===== config.mk =====
export PLATFORM = sky130hd
export DESIGN_NAME = key_loader_flat
export DESIGN_NICKNAME = d
export VERILOG_FILES = /design/src/rtl/key_loader_if.sv /design/src/rtl/key_loader.sv /design/src/flat_wrapper.sv
export SDC_FILE = /design/constraint.sdc
export NUM_CORES = 1
export LEC_CHECK = 0
export CAP_MARGIN = 0
export CORE_MARGIN = 2
export CORE_UTILIZATION = 30
export CTS_CLUSTER_DIAMETER = 50
export DETAILED_ROUTE_END_ITERATION = 16
export GPL_TIMING_DRIVEN = 1
export PLACE_DENSITY = 0.51
export SYNTH_ARGS = -nofsm -noshare
export SYNTH_HDL_FRONTEND = slang
export SYNTH_SLANG_ARGS = --single-unit

===== constraint.sdc =====
create_clock -name clk -period 1.7 [get_ports clk]
set_input_delay 0.17 -clock clk [delete_from_list [all_inputs] [get_ports clk]]
set_output_delay 0.17 -clock clk [all_outputs]
set_load 0.005 [all_outputs]

===== src/rtl/key_loader_if.sv =====
// Serial key-provisioning bus: framed strobe inputs toward the loader and
// the committed key plus its status flags coming back.
interface key_loader_if #(
    parameter int KEY_WIDTH = 8
);
    logic                 key_start;
    logic                 key_valid;
    logic                 key_sdi;
    logic [KEY_WIDTH-1:0] key_out;
    logic                 key_ready;
    logic                 key_load;
    logic                 key_err;
    logic                 key_locked;
    logic                 busy;

    modport master (
        output key_start, key_valid, key_sdi,
        input  key_out, key_ready, key_load, key_err, key_locked, busy
    );

    modport slave (
        input  key_start, key_valid, key_sdi,
        output key_out, key_ready, key_load, key_err, key_locked, busy
    );
endinterface


===== src/rtl/key_loader.sv =====
// Receives a parity-protected serial key, commits it to the parallel key bus,
// and locks out permanently after MAX_FAIL consecutive parity failures.
//
// state    | meaning
// ---------+-----------------------------------------------
// S_IDLE   | waiting for key_start
// S_SHIFT  | collecting KEY_WIDTH data bits, LSB first
// S_PAR    | waiting for the even-parity bit
// S_LOCKED | lockout; key forced to 0, only reset exits
module key_loader #(
    parameter int KEY_WIDTH = 8,
    parameter int MAX_FAIL  = 3
) (
    input  logic         clk,
    input  logic         rst,
    key_loader_if.slave  kif
);
    localparam int                CW       = (KEY_WIDTH > 1) ? $clog2(KEY_WIDTH) : 1;
    localparam logic [CW-1:0]     LAST_BIT = CW'(KEY_WIDTH - 1);
    localparam logic [3:0]        FAIL_LIM = 4'(MAX_FAIL);

    typedef enum logic [1:0] {
        S_IDLE,
        S_SHIFT,
        S_PAR,
        S_LOCKED
    } state_t;

    state_t               r_state;
    logic [CW-1:0]        r_cnt;
    logic [KEY_WIDTH-1:0] r_shift;
    logic [3:0]           r_fail_cnt;
    logic [KEY_WIDTH-1:0] r_key_out;
    logic                 r_key_ready;
    logic                 r_key_load;
    logic                 r_key_err;
    logic                 r_key_locked;
    logic                 r_busy;

    logic                 w_par_bad;
    logic [3:0]           w_fail_next;

    assign w_par_bad   = (^r_shift) ^ kif.key_sdi;
    assign w_fail_next = r_fail_cnt + 4'd1;

    always_ff @(posedge clk) begin
        if (!rst) begin
            r_state      <= S_IDLE;
            r_cnt        <= '0;
            r_shift      <= '0;
            r_fail_cnt   <= '0;
            r_key_out    <= '0;
            r_key_ready  <= 1'b0;
            r_key_load   <= 1'b0;
            r_key_err    <= 1'b0;
            r_key_locked <= 1'b0;
            r_busy       <= 1'b0;
        end else begin
            r_key_load <= 1'b0;
            r_key_err  <= 1'b0;
            case (r_state)
                S_IDLE: begin
                    // key_valid is deliberately ignored here, even alongside key_start
                    if (kif.key_start) begin
                        r_state <= S_SHIFT;
                        r_cnt   <= '0;
                        r_shift <= '0;
                        r_busy  <= 1'b1;
                    end
                end
                S_SHIFT: begin
                    if (kif.key_start) begin
                        r_cnt   <= '0;
                        r_shift <= '0;
                    end else if (kif.key_valid) begin
                        r_shift[r_cnt] <= kif.key_sdi;
                        if (r_cnt == LAST_BIT) begin
                            r_state <= S_PAR;
                        end else begin
                            r_cnt <= r_cnt + 1'b1;
                        end
                    end
                end
                S_PAR: begin
                    if (kif.key_start) begin
                        r_state <= S_SHIFT;
                        r_cnt   <= '0;
                        r_shift <= '0;
                    end else if (kif.key_valid) begin
                        r_busy <= 1'b0;
                        if (!w_par_bad) begin
                            r_state     <= S_IDLE;
                            r_key_out   <= r_shift;
                            r_key_ready <= 1'b1;
                            r_key_load  <= 1'b1;
                            r_fail_cnt  <= '0;
                        end else begin
                            r_key_err  <= 1'b1;
                            r_fail_cnt <= w_fail_next;
                            if (w_fail_next == FAIL_LIM) begin
                                r_state      <= S_LOCKED;
                                r_key_locked <= 1'b1;
                                r_key_out    <= '0;
                                r_key_ready  <= 1'b0;
                            end else begin
                                r_state <= S_IDLE;
                            end
                        end
                    end
                end
                S_LOCKED: begin
                    r_key_locked <= 1'b1;
                    r_key_out    <= '0;
                    r_key_ready  <= 1'b0;
                    r_busy       <= 1'b0;
                end
                default: r_state <= S_IDLE;
            endcase
        end
    end

    assign kif.key_out    = r_key_out;
    assign kif.key_ready  = r_key_ready;
    assign kif.key_load   = r_key_load;
    assign kif.key_err    = r_key_err;
    assign kif.key_locked = r_key_locked;
    assign kif.busy       = r_busy;
endmodule


===== src/flat_wrapper.sv =====
// flat-port wrapper written by rule: the top's interface ports become plain ports
module key_loader_flat 
#(
    parameter int KEY_WIDTH = 8,
    parameter int MAX_FAIL  = 3
)
  (clk, rst, kif_key_start, kif_key_valid, kif_key_sdi, kif_key_out, kif_key_ready, kif_key_load, kif_key_err, kif_key_locked, kif_busy);
  key_loader_if #(.KEY_WIDTH(KEY_WIDTH)) kif_i ();
  input  logic clk;
  input  logic rst;
  input wire logic [$bits(kif_i.key_start)-1:0] kif_key_start;
  input wire logic [$bits(kif_i.key_valid)-1:0] kif_key_valid;
  input wire logic [$bits(kif_i.key_sdi)-1:0] kif_key_sdi;
  output wire logic [$bits(kif_i.key_out)-1:0] kif_key_out;
  output wire logic [$bits(kif_i.key_ready)-1:0] kif_key_ready;
  output wire logic [$bits(kif_i.key_load)-1:0] kif_key_load;
  output wire logic [$bits(kif_i.key_err)-1:0] kif_key_err;
  output wire logic [$bits(kif_i.key_locked)-1:0] kif_key_locked;
  output wire logic [$bits(kif_i.busy)-1:0] kif_busy;
  assign kif_i.key_start = kif_key_start;
  assign kif_i.key_valid = kif_key_valid;
  assign kif_i.key_sdi = kif_key_sdi;
  assign kif_key_out = kif_i.key_out;
  assign kif_key_ready = kif_i.key_ready;
  assign kif_key_load = kif_i.key_load;
  assign kif_key_err = kif_i.key_err;
  assign kif_key_locked = kif_i.key_locked;
  assign kif_busy = kif_i.busy;
  key_loader #(.KEY_WIDTH(KEY_WIDTH), .MAX_FAIL(MAX_FAIL)) u_core (.clk(clk), .rst(rst), .kif(kif_i));
endmodule

==> impl_metrics.toml <==
[outcome]
status = "finished with violations"
violations = "setup timing"

[worst_setup_path]
path_class = "flop to flop"
crit_path_end_kind = "flop"
start_kind = "flop"
worstPathMaxFanout = 3
cp.required_ns = 1.89
arrival_ns = 1.96

[cells_and_area]
drive_gt1_share_pct = 29.1
layout.nets = 266
finalInstanceArea_um2 = 2350
antenna_cells = 0
area_growth_syn_to_layout_pct = 45.4

[place]
dp.final_hpwl_mm = 2.99
portBuffers = 17
gp_congestion = 0.749
dpl_cell_area_um2 = 2120

[clock_network]
cts_htree_levels = 2
cts_tree = "done"
cts_hold_buf = 0
cts.sink_count = 30
cts.path.max_buffers = 2
cts_buffers = 5
clkTransAtPathRegs_ns = 0.07
cts_root_buf = "clkbuf_8"
clkLatencyLatePin_ns = 0.28

[route]
wire_per_inst_um = 12.6
drt_iter0_drc = 65
viasPerCell = 4.86
ant_nets = 0
drc = 0
wl_mm = 4.08
dr.pass1.iters = 4
vias = 1574

[logic_synthesis]
synth_seq_area_share_pct = 37.1
synth_async_sr_flop_share_pct = 0
synth.avg_cell_area_um2 = 8.22
synthesis.nets = 210
synth_cell_type_count = 44
yosys_warnings = 0
synth_edf_count = 0
ys_seq_elements = 30
ys.flop_type = "dfxtp_1"
synthesis.area_um2 = 1620
syn_inst = 197

[sta]
rsz0062_at_grt = "yes"
fmax_mhz = 566
drv_slew = 0
max_slew_margin_pct = 76.6
setup_viol = 15
whs_ns = 0.468
hold_viol_final = 0
period_minus_slack_ns = 1.77
finClkSkew_ns = 0.00725
worst_slew_pin_slew_ns = 0.346
setup_ws_ns = -0.0683
fin_crit_sh_pct = 104

[global_route]
grt_util_all_layers_pct = 14.2
grt.overflow.total = 0
grt_pass1_wl_mm = 6.93
grt_pass1_vias = 1523
grt_max_degree = 13
antenna_found_initial = 0

[power_and_ir_drop]
power.total_mw = 1.62
p_leak_nw = 0.917
ir_drop_uv = 376
powerDensity_nw_per_um2 = 688

[run]
max-cap-violations = 0

[floorplanning]
die_y_um = 77.5
die_x_um = 77.5
start_util_pct = 31.3
die-area_um2 = 6000
ios = 18
rows = 26
core_area_um2 = 5170

[hold_path]
hold_path.class = "flop to flop"
[cells in the mapped netlist (all sizes together) (2+ instances only)]
cell type / instances / area share [%]
o21ai: 21 / 6.5
ha: 8 / 6.2
xor2: 2 / 1.1
nor3: 5 / 1.5
dfxtp: 30 / 37
nor2b: 3 / 1.2
inv: 16 / 3.7
mux2i: 2 / 1.2
xnor2: 3 / 2.8
a21oi: 22 / 6.8
nor4: 3 / 1.2
a31oi: 5 / 2.9
nand4: 2 / 0.77
and3: 3 / 1.2
clkbuf: 6 / 1.4
nand2: 22 / 5.3
nor2: 11 / 2.6
nand3: 11 / 3.4
[layout make-up]
class	count	area, µm²
Clock inverter	2	12.5
Inverter	17	63.8
Sequential cell	30	604
Timing Repair Buffer	56	470
Clock buffer	6	82.6
Multi-Input combinational cell	143	1030
Fill cell	504	2820
Tap cell	70	87.6
[registers in the layout, summed over array words and instances, names as in the netlist]
signal,count
u_core.r_fail_cnt,4
u_core.kif.key_out,8
u_core.kif.key_err,1
u_core.kif.key_ready,1
u_core.r_shift,8
u_core.kif.busy,1
u_core.r_cnt,3
u_core.kif.key_load,1
u_core.kif.key_locked,1
u_core.r_state,2
[per-layer routing]
metal  GRT usage, %  routed length [µm]  part of all wire, %  up-vias
li1               -                   -                    -      804
met1           16.7                1870                   46      732
met2           25.1                2030                   50       30
met3           4.19                 146                  3.6        8
met4           3.93                  38                 0.93        0
met5              0                   0                    0        -
[logic make-up (layout without fill, tap and decap cells)]
logic type	count (synthesis)	in the layout	synth area share (%)
and+or+nand+nor	67	67	20.3
adders and majority gates	8	8	6.18
AOI/OAI and AO/OA	58	58	22.0
DFF	30	30	37.1
xor gates and xnor gates	7	7	6.80
buffers and inverters	24	81	5.64
muxes	3	3	1.93
[stage by stage]
stage	worst slack (ns)	util (%)	setup TNS, ns	std cells
finish	-0.0683	45.5	-0.417	324
global route	-0.163	45.5	-2.03	324
detailed placement	-0.398	41.0	-6.27	311
CTS	-0.0721	44.2	-0.708	323
global placement	-0.324	41.0	-5.68	311
floorplan	-0.00244	-	-0.00488	197
[report_power, final]
| group | internal, mW | switching (mW) | total (mW) |
|---|---|---|---|
| Clock | 0.325 | 0.286 | 0.611 |
| Sequential | 0.713 | 0.00621 | 0.719 |
| Combinational | 0.138 | 0.151 | 0.289 |
| Total | 1.18 | 0.443 | 1.62 |
[placed cells by master (no fill, tap or decap), drive strengths merged, types with 5 or more instances in the layout]
master / synthesis / final
nor3: 5 / 5
a31oi: 5 / 5
nand2: 22 / 22
buf: 1 / 39
dfxtp: 30 / 30
o21ai: 21 / 21
ha: 8 / 8
clkbuf: 6 / 6
clkdlybuf4s50: 0 / 17
inv: 16 / 16
a21oi: 22 / 22
nor2: 11 / 11
nand3: 11 / 11
[what timing repair did]
action / CTS / global route
pin swaps: 11 / 2
gates resized for setup: 11 / 19
endpoints found under the setup margin: 25 / 28
setup buffers: 4 / 1
[worst max-delay path, stage by stage, from the launching register on]
cell and delay, ns:
dfxtp_2 0.34, xnor2_2 0.16, xnor3_2 0.53, buf_4 0.17, buf_6 0.10, a21o_1 0.18, nor4_2 0.19
[final timing paths]
check,slack (ns),end,depth (start not counted),startpoint
max,-0.07,u_core.r_fail_cnt[2],6,u_core.r_shift[6]
min,0.47,u_core.kif.key_out[6],2,u_core.kif.key_out[6]
max reg2reg,-0.07,u_core.r_fail_cnt[2],6,u_core.r_shift[6]
min reg2reg,0.47,u_core.kif.key_out[6],2,u_core.kif.key_out[6]
Power figures use the tool's default switching activity.
